### src/rtl/trace_memory_ctrl.sv
// Trace/stream memory controller: one synchronous RAM used either as a trigger-frozen
// ring buffer (trace mode) or as a FIFO (stream mode).
module trace_memory_ctrl #(
  parameter int unsigned TRB_WIDTH      = 32,
  parameter int unsigned TRB_DEPTH      = 64,
  parameter int unsigned TRB_DELAY_BITS = 16
) (
  input  logic                         FPGA_CLK_I,
  input  logic                         RST_NI,
  input  logic                         MODE_I,
  input  logic                         TRG_EVENT_I,
  input  logic [TRB_DELAY_BITS-1:0]    TRG_DELAY_I,
  output logic                         TRG_DELAYED_O,
  output logic [$clog2(TRB_DEPTH)-1:0] EVENT_ADDR_O,
  input  logic                         STORE_I,
  input  logic [TRB_WIDTH-1:0]         DATA_I,
  output logic                         STORE_PERM_O,
  output logic                         OVERFLOW_O,
  input  logic                         LOAD_REQUEST_I,
  output logic                         LOAD_GRANT_O,
  output logic [TRB_WIDTH-1:0]         DATA_O
);

  localparam int unsigned AW = $clog2(TRB_DEPTH);
  localparam logic [AW:0] Full = (AW+1)'(TRB_DEPTH);

  localparam logic [1:0] StIdle   = 2'd0;
  localparam logic [1:0] StArmed  = 2'd1;
  localparam logic [1:0] StFrozen = 2'd2;

  logic [TRB_WIDTH-1:0] mem [TRB_DEPTH];

  logic                      mode_q;
  logic [AW-1:0]             wr_ptr_q, wr_ptr_d;
  logic [AW-1:0]             rd_ptr_q, rd_ptr_d;
  logic [AW:0]               count_q, count_d;
  logic [AW:0]               rd_left_q, rd_left_d;
  logic                      pending_q, pending_d;
  logic [1:0]                state_q, state_d;
  logic [TRB_DELAY_BITS:0]   dly_cnt_q, dly_cnt_d;
  logic [AW-1:0]             event_addr_q, event_addr_d;
  logic                      overflow_q, overflow_d;
  logic                      grant_q;
  logic [TRB_WIDTH-1:0]      data_q;

  logic mode_chg, grantable, store_acc, read_fire;

  always_comb begin
    mode_chg     = MODE_I != mode_q;
    STORE_PERM_O = mode_q ? (count_q < Full) : (state_q != StFrozen);
    grantable    = mode_q ? (count_q != '0) : ((state_q == StFrozen) && (rd_left_q != '0));
    store_acc    = STORE_I && STORE_PERM_O && !mode_chg;
    read_fire    = pending_q && grantable && !mode_chg;
  end

  always_comb begin
    wr_ptr_d     = wr_ptr_q;
    rd_ptr_d     = rd_ptr_q;
    count_d      = count_q;
    rd_left_d    = rd_left_q;
    pending_d    = pending_q;
    state_d      = state_q;
    dly_cnt_d    = dly_cnt_q;
    event_addr_d = event_addr_q;
    overflow_d   = overflow_q;

    if (mode_chg) begin
      wr_ptr_d     = '0;
      rd_ptr_d     = '0;
      count_d      = '0;
      rd_left_d    = '0;
      pending_d    = 1'b0;
      state_d      = StIdle;
      dly_cnt_d    = '0;
      event_addr_d = '0;
      overflow_d   = 1'b0;
    end else begin
      if (store_acc) wr_ptr_d = wr_ptr_q + 1'b1;
      if (STORE_I && !STORE_PERM_O) overflow_d = 1'b1;

      // A request landing on the issuing edge merges into the one being served.
      if (read_fire) begin
        rd_ptr_d  = rd_ptr_q + 1'b1;
        pending_d = 1'b0;
      end else if (LOAD_REQUEST_I) begin
        pending_d = 1'b1;
      end

      if (mode_q) begin
        case ({store_acc, read_fire})
          2'b10:   count_d = count_q + 1'b1;
          2'b01:   count_d = count_q - 1'b1;
          default: count_d = count_q;
        endcase
      end else begin
        if (store_acc && (count_q != Full)) count_d = count_q + 1'b1;
        if (read_fire) rd_left_d = rd_left_q - 1'b1;

        case (state_q)
          StIdle: begin
            if (TRG_EVENT_I) begin
              state_d      = StArmed;
              event_addr_d = wr_ptr_d;
              dly_cnt_d    = {1'b0, TRG_DELAY_I} + 1'b1;
            end
          end
          StArmed: begin
            if (store_acc) begin
              dly_cnt_d = dly_cnt_q - 1'b1;
              if (dly_cnt_q == (TRB_DELAY_BITS+1)'(1)) begin
                state_d   = StFrozen;
                // Oldest word: wr_ptr once the ring has wrapped, else address 0.
                rd_ptr_d  = (count_d == Full) ? wr_ptr_d : '0;
                rd_left_d = count_d;
              end
            end
          end
          default: ;
        endcase
      end
    end
  end

  always_ff @(posedge FPGA_CLK_I or negedge RST_NI) begin
    if (!RST_NI) begin
      mode_q       <= 1'b0;
      wr_ptr_q     <= '0;
      rd_ptr_q     <= '0;
      count_q      <= '0;
      rd_left_q    <= '0;
      pending_q    <= 1'b0;
      state_q      <= StIdle;
      dly_cnt_q    <= '0;
      event_addr_q <= '0;
      overflow_q   <= 1'b0;
      grant_q      <= 1'b0;
      data_q       <= '0;
    end else begin
      mode_q       <= MODE_I;
      wr_ptr_q     <= wr_ptr_d;
      rd_ptr_q     <= rd_ptr_d;
      count_q      <= count_d;
      rd_left_q    <= rd_left_d;
      pending_q    <= pending_d;
      state_q      <= state_d;
      dly_cnt_q    <= dly_cnt_d;
      event_addr_q <= event_addr_d;
      overflow_q   <= overflow_d;
      grant_q      <= read_fire;
      if (read_fire) data_q <= mem[rd_ptr_q];
    end
  end

  always_ff @(posedge FPGA_CLK_I) begin
    if (store_acc) mem[wr_ptr_q] <= DATA_I;
  end

  assign TRG_DELAYED_O = (state_q == StFrozen);
  assign EVENT_ADDR_O  = event_addr_q;
  assign OVERFLOW_O    = overflow_q;
  assign LOAD_GRANT_O  = grant_q;
  assign DATA_O        = data_q;

endmodule
### config.mk
export PLATFORM = sky130hd
export DESIGN_NAME = trace_memory_ctrl
export DESIGN_NICKNAME = d
export VERILOG_FILES = /design/src/rtl/trace_memory_ctrl.sv
export SDC_FILE = /design/constraint.sdc
export NUM_CORES = 2
export LEC_CHECK = 0
export BUFFER_PORTS_ARGS = -buffer_cell sky130_fd_sc_hd__buf_2
export CORE_MARGIN = 3
export CORE_UTILIZATION = 40
export DETAILED_ROUTE_END_ITERATION = 10
export GPL_TIMING_DRIVEN = 0
export MAX_ROUTING_LAYER = met4
export REMOVE_ABC_BUFFERS = 1
export SLEW_MARGIN = 25
export SYNTH_ARGS = -nofsm -noshare
export SYNTH_HDL_FRONTEND = slang
export SYNTH_SLANG_ARGS = --single-unit
export TNS_END_PERCENT = 10
### constraint.sdc
create_clock -name FPGA_CLK_I -period 3.3 [get_ports FPGA_CLK_I]
set_input_delay 0.33 -clock FPGA_CLK_I [delete_from_list [all_inputs] [get_ports FPGA_CLK_I]]
set_output_delay 0.33 -clock FPGA_CLK_I [all_outputs]
set_load 0.01 [all_outputs]
==> results.md <==
- Initial Util: 40.5%
- Share of cells above drive strength 1: between 20 and 30%
- Multi-input gate area: ~20000 sq um
- Largest net degree at the start of global routing: 65
- Switching power share of the total: 23.0%
- Number of enable flip-flop cells after synthesis: around 2000
- Busiest grt layer: met2
- H-tree levels: 4
- CP Max Fanout: 28
- Actual slew at the worst max-slew pin: between 1000 and 1500 ps
- Critical Path Source Type: flop
- CTS clock-pin slew for the worst setup and hold paths: ~60 ps
- Final Max Tran Viols: 0
- Sequential share of power: ~50%
- # DRC: 0
- Syn avg cell area: roughly 20 sq um
- Seq cells post-synth: 2135
- Crit path max-delay family: compound AO/OA/AOI/OAI gates
- P&R area growth vs syn: 21.4%
- Async S/R FF share, synth: 4.07%
- First-pass GRT wire length: 345 mm
- Vias in the first global route: 44241
- Worst VDD drop: between 500 and 600 uV
- Post-synth top area share: around 74%
- CP Class: flop to flop
- Syn. warnings: 0
- CP max stage cell: dfrtp_4
- Cell accounting for the most synthesized area: edfxtp_1
- Via Count: roughly 45000
- Die footprint: 214000 sq um
- Design area: 101000 sq um
- WP data required: 4080 ps
- Total power draw: about 60000 uW
- Initial antenna violation count: 15
- Root Driver: clkbuf_16
- Vias per inst: roughly 5.9
- Layout fillers: between 15000 and 20000
- Fin crit period: 3290 ps
- Crit share post-route: 99.6%
- Crit. End Element: flop
- Storage element area: about 64000 sq um
- DP HPWL: around 150 mm
- Largest cells by area after synthesis: edfxtp_1, mux4_2, mux2i_1
- Max Clk Rate: about 300 MHz
- Post-Place Setup Slack: -2440 ps
- Gr usage total: between 20% and 30%
- Worst hold margin: around 36 ps
- Outcome: complete, no violations
- CP max stage delay: 800 ps
- Library cells used by synthesis: 77
- Switch Pwr: between 10000 and 15000 uW
- Clock Skews: a little over 70 ps
- Clock sink total: 2135
- Die height: 462 microns
- CTS tree: done
- CORE AREA: 206000 sq um
- Met2 Use GR: between 30% and 40%
- First DRT Iteration DRCs: between 6000 and 7000
- Commonest cells post-synth: edfxtp_1, mux4_2, mux2i_1
- Cell Area, Placed: slightly above 90000 sq um
- Met3 Usage GRT: 4.15%
- Setup TNS: 0 ps
- Clock Tree Buf Depth: 3
- CP bufs+invs: 3
- Worst hold path class: input port to flop
- Count leader, synth: edfxtp_1
- Met1 Usage GRT: between 30% and 40%
- Clock power frac: between 30% and 40%
- Post-route setup slack: 13.3 ps
- Pint: about 46000 uW
- Final-stage net count: 4683
- Cell repeated most along the worst path: buf_16
- Cell count after synthesis: approximately 4200
- LEAKAGE: 0.0316 uW
- Worst-Skew Late Latency: around 850 ps
- WP data arrival: 4070 ps
- Final WL: about 240 mm
- Synthesized area: 83300 sq um
- Hold Vio Cnt, Final: 0
- Num CTS Buffers: roughly 210
- Synth Flop Type: edfxtp_1
- Post-synthesis sequential area ratio: 76.4%
- Antenna viol nets, final: 0
- Pre-antenna DRT Iters: 6
- Worst-path cell chain: buf_16 -> nor2b_4 -> buf_16 -> buf_12 -> nand2_1 -> o2111ai_1 -> o311ai_4 -> a21oi_2 -> a21o_1
- Die W: about 460 microns
- Total grt overflow: 0
- GPL Wtd Cong: ~0.8
- Setup-failing EPs final: 0
- Pwr Density: just under 600 nW/um^2
- Routed len/inst: around 32 microns
- Slew HR: 32.6%
- # rows: 166
- Buffers on Ports: 95
- Max_cap viols: 0
- Io pins: 96
- Combinational Power Share: 9.0%
- Unrepaired setup endpoints after global routing: yes
-- layout by cell type (no fill, tap or decap), types with 12 or more instances in the layout --
cell type / netlist / final
edfxtp_1: 2048 / 2048
mux4_2: 371 / 371
mux2i_1: 316 / 315
clkbuf_16: 0 / 207
buf_4: 47 / 153
buf_16: 0 / 143
nand2_1: 120 / 118
a21oi_1: 109 / 107
o21ai_0: 107 / 97
a22oi_1: 98 / 90
dfrtp_1: 87 / 80
nor2_4: 0 / 71
o221ai_1: 64 / 63
nor2_1: 134 / 62
buf_2: 47 / 62
buf_12: 0 / 61
clkbuf_1: 131 / 53
nand3_1: 53 / 45
clkinv_1: 3 / 42
clkinv_2: 0 / 41
mux2_2: 30 / 30
o22ai_1: 24 / 24
a22o_1: 22 / 22
nor3_1: 24 / 21
a221oi_1: 26 / 21
inv_1: 20 / 18
bufinv_16: 0 / 18
xnor2_1: 17 / 17
dlygate4sd3_1: 0 / 17
a31oi_1: 22 / 15
bufbuf_16: 0 / 14
buf_6: 4 / 14
nor4_1: 13 / 13
or3_1: 12 / 12
-- kinds of logic (layout without fill, tap and decap cells) --
| group | Yosys count | after routing | synth area share [%] |
|---|---|---|---|
| flops | 2135 | 2135 | 76.4 |
| mux | 717 | 717 | 14.2 |
| compound gates | 581 | 581 | 4.80 |
| simple gates | 439 | 440 | 2.53 |
| buf+inv | 276 | 889 | 1.56 |
| xor+xnor | 28 | 28 | 0.294 |
| fa+ha+maj | 10 | 10 | 0.150 |
| other cells | 0 | 3 | 0 |
-- power by group through the flow --
| stage | Clock (uW) | Sequential, uW | Combinational, uW |
|---|---|---|---|
| after detailed placement | 0 | 30900 | 4770 |
| after CTS | 23800 | 30300 | 5280 |
| after global placement | 0 | 31200 | 4280 |
| after global routing | 24900 | 30300 | 5680 |
| final | 23500 | 30300 | 5310 |
| after floorplan | 0 | 31100 | 3100 |
-- sequential cells by signal (all words and copies together) (netlist names) --
register,flops
pending_q,1
rd_left_q,7
LOAD_GRANT_O,1
dly_cnt_q,17
wr_ptr_q,6
mem,2048
state_q,2
DATA_O,32
OVERFLOW_O,1
EVENT_ADDR_O,6
count_q,7
mode_q,1
rd_ptr_q,6
-- per-stage QoR --
step | std cells | utilization, %
after CTS | 7538 | 49.0
after detailed placement | 7013 | 44.6
after floorplan | 3934 | -
after global routing | 7575 | 49.1
final | 7575 | 49.1
after global placement | 6801 | 41.8
-- worst reg2reg max path, cell delays in order (launching register included) --
cell       delay, ps
dfrtp_4          800
buf_16           310
nor2b_4          630
buf_16           250
buf_12           200
nand2_1          110
o2111ai_1        280
o311ai_4         260
a21oi_2          310
a21o_1           120
-- repair_timing --
| action | in CTS | in global routing |
|---|---|---|
| pin swaps | 55 | 8 |
| resized for setup | 100 | 21 |
| buffers inserted | 103 | 35 |
| gates cloned | 15 | 1 |
| endpoints found under the hold margin | 198 | 0 |
| hold buffers | 18 | 0 |
| endpoints found under the setup margin | 2108 | 460 |
-- final timing paths --
| check | startpoint | slack (ps) | endpoint | cells after the start |
|---|---|---|---|---|
| setup / recovery | rd_ptr_q[3]$_DFF_PN0_ | 10 | DATA_O[3]$_DFFE_PN0N_ | 9 |
| hold / removal | DATA_I[25] | 40 | mem[49][25]$_DFFE_PP_ | 1 |
| setup reg to reg | rd_ptr_q[3]$_DFF_PN0_ | 10 | DATA_O[3]$_DFFE_PN0N_ | 9 |
| hold reg to reg | DATA_O[18]$_DFFE_PN0N_ | 470 | DATA_O[18]$_DFFE_PN0N_ | 2 |
| max in group asynchronous | RST_NI | 2830 | DATA_O[30]$_DFFE_PN0N_ | 3 |
| min in group asynchronous | RST_NI | 90 | DATA_O[14]$_DFFE_PN0N_ | 3 |
-- layer usage --
layer,part of all wire (%),up-vias
li1,-,18302
met1,39,23757
met2,47,2389
met3,9.0,459
met4,4.6,0
met5,0,-
-- layout make-up --
cell class,count,area share (%)
Timing Repair Buffer,476,7.50
Inverter,24,0.126
Clock buffer,266,5.39
Tap cell,2772,3.43
Multi-Input combinational cell,1776,19.3
Sequential cell,2135,63.0
Antenna cell,3,0.00742
Clock inverter,123,1.24
Power figures use the tool's default switching activity.
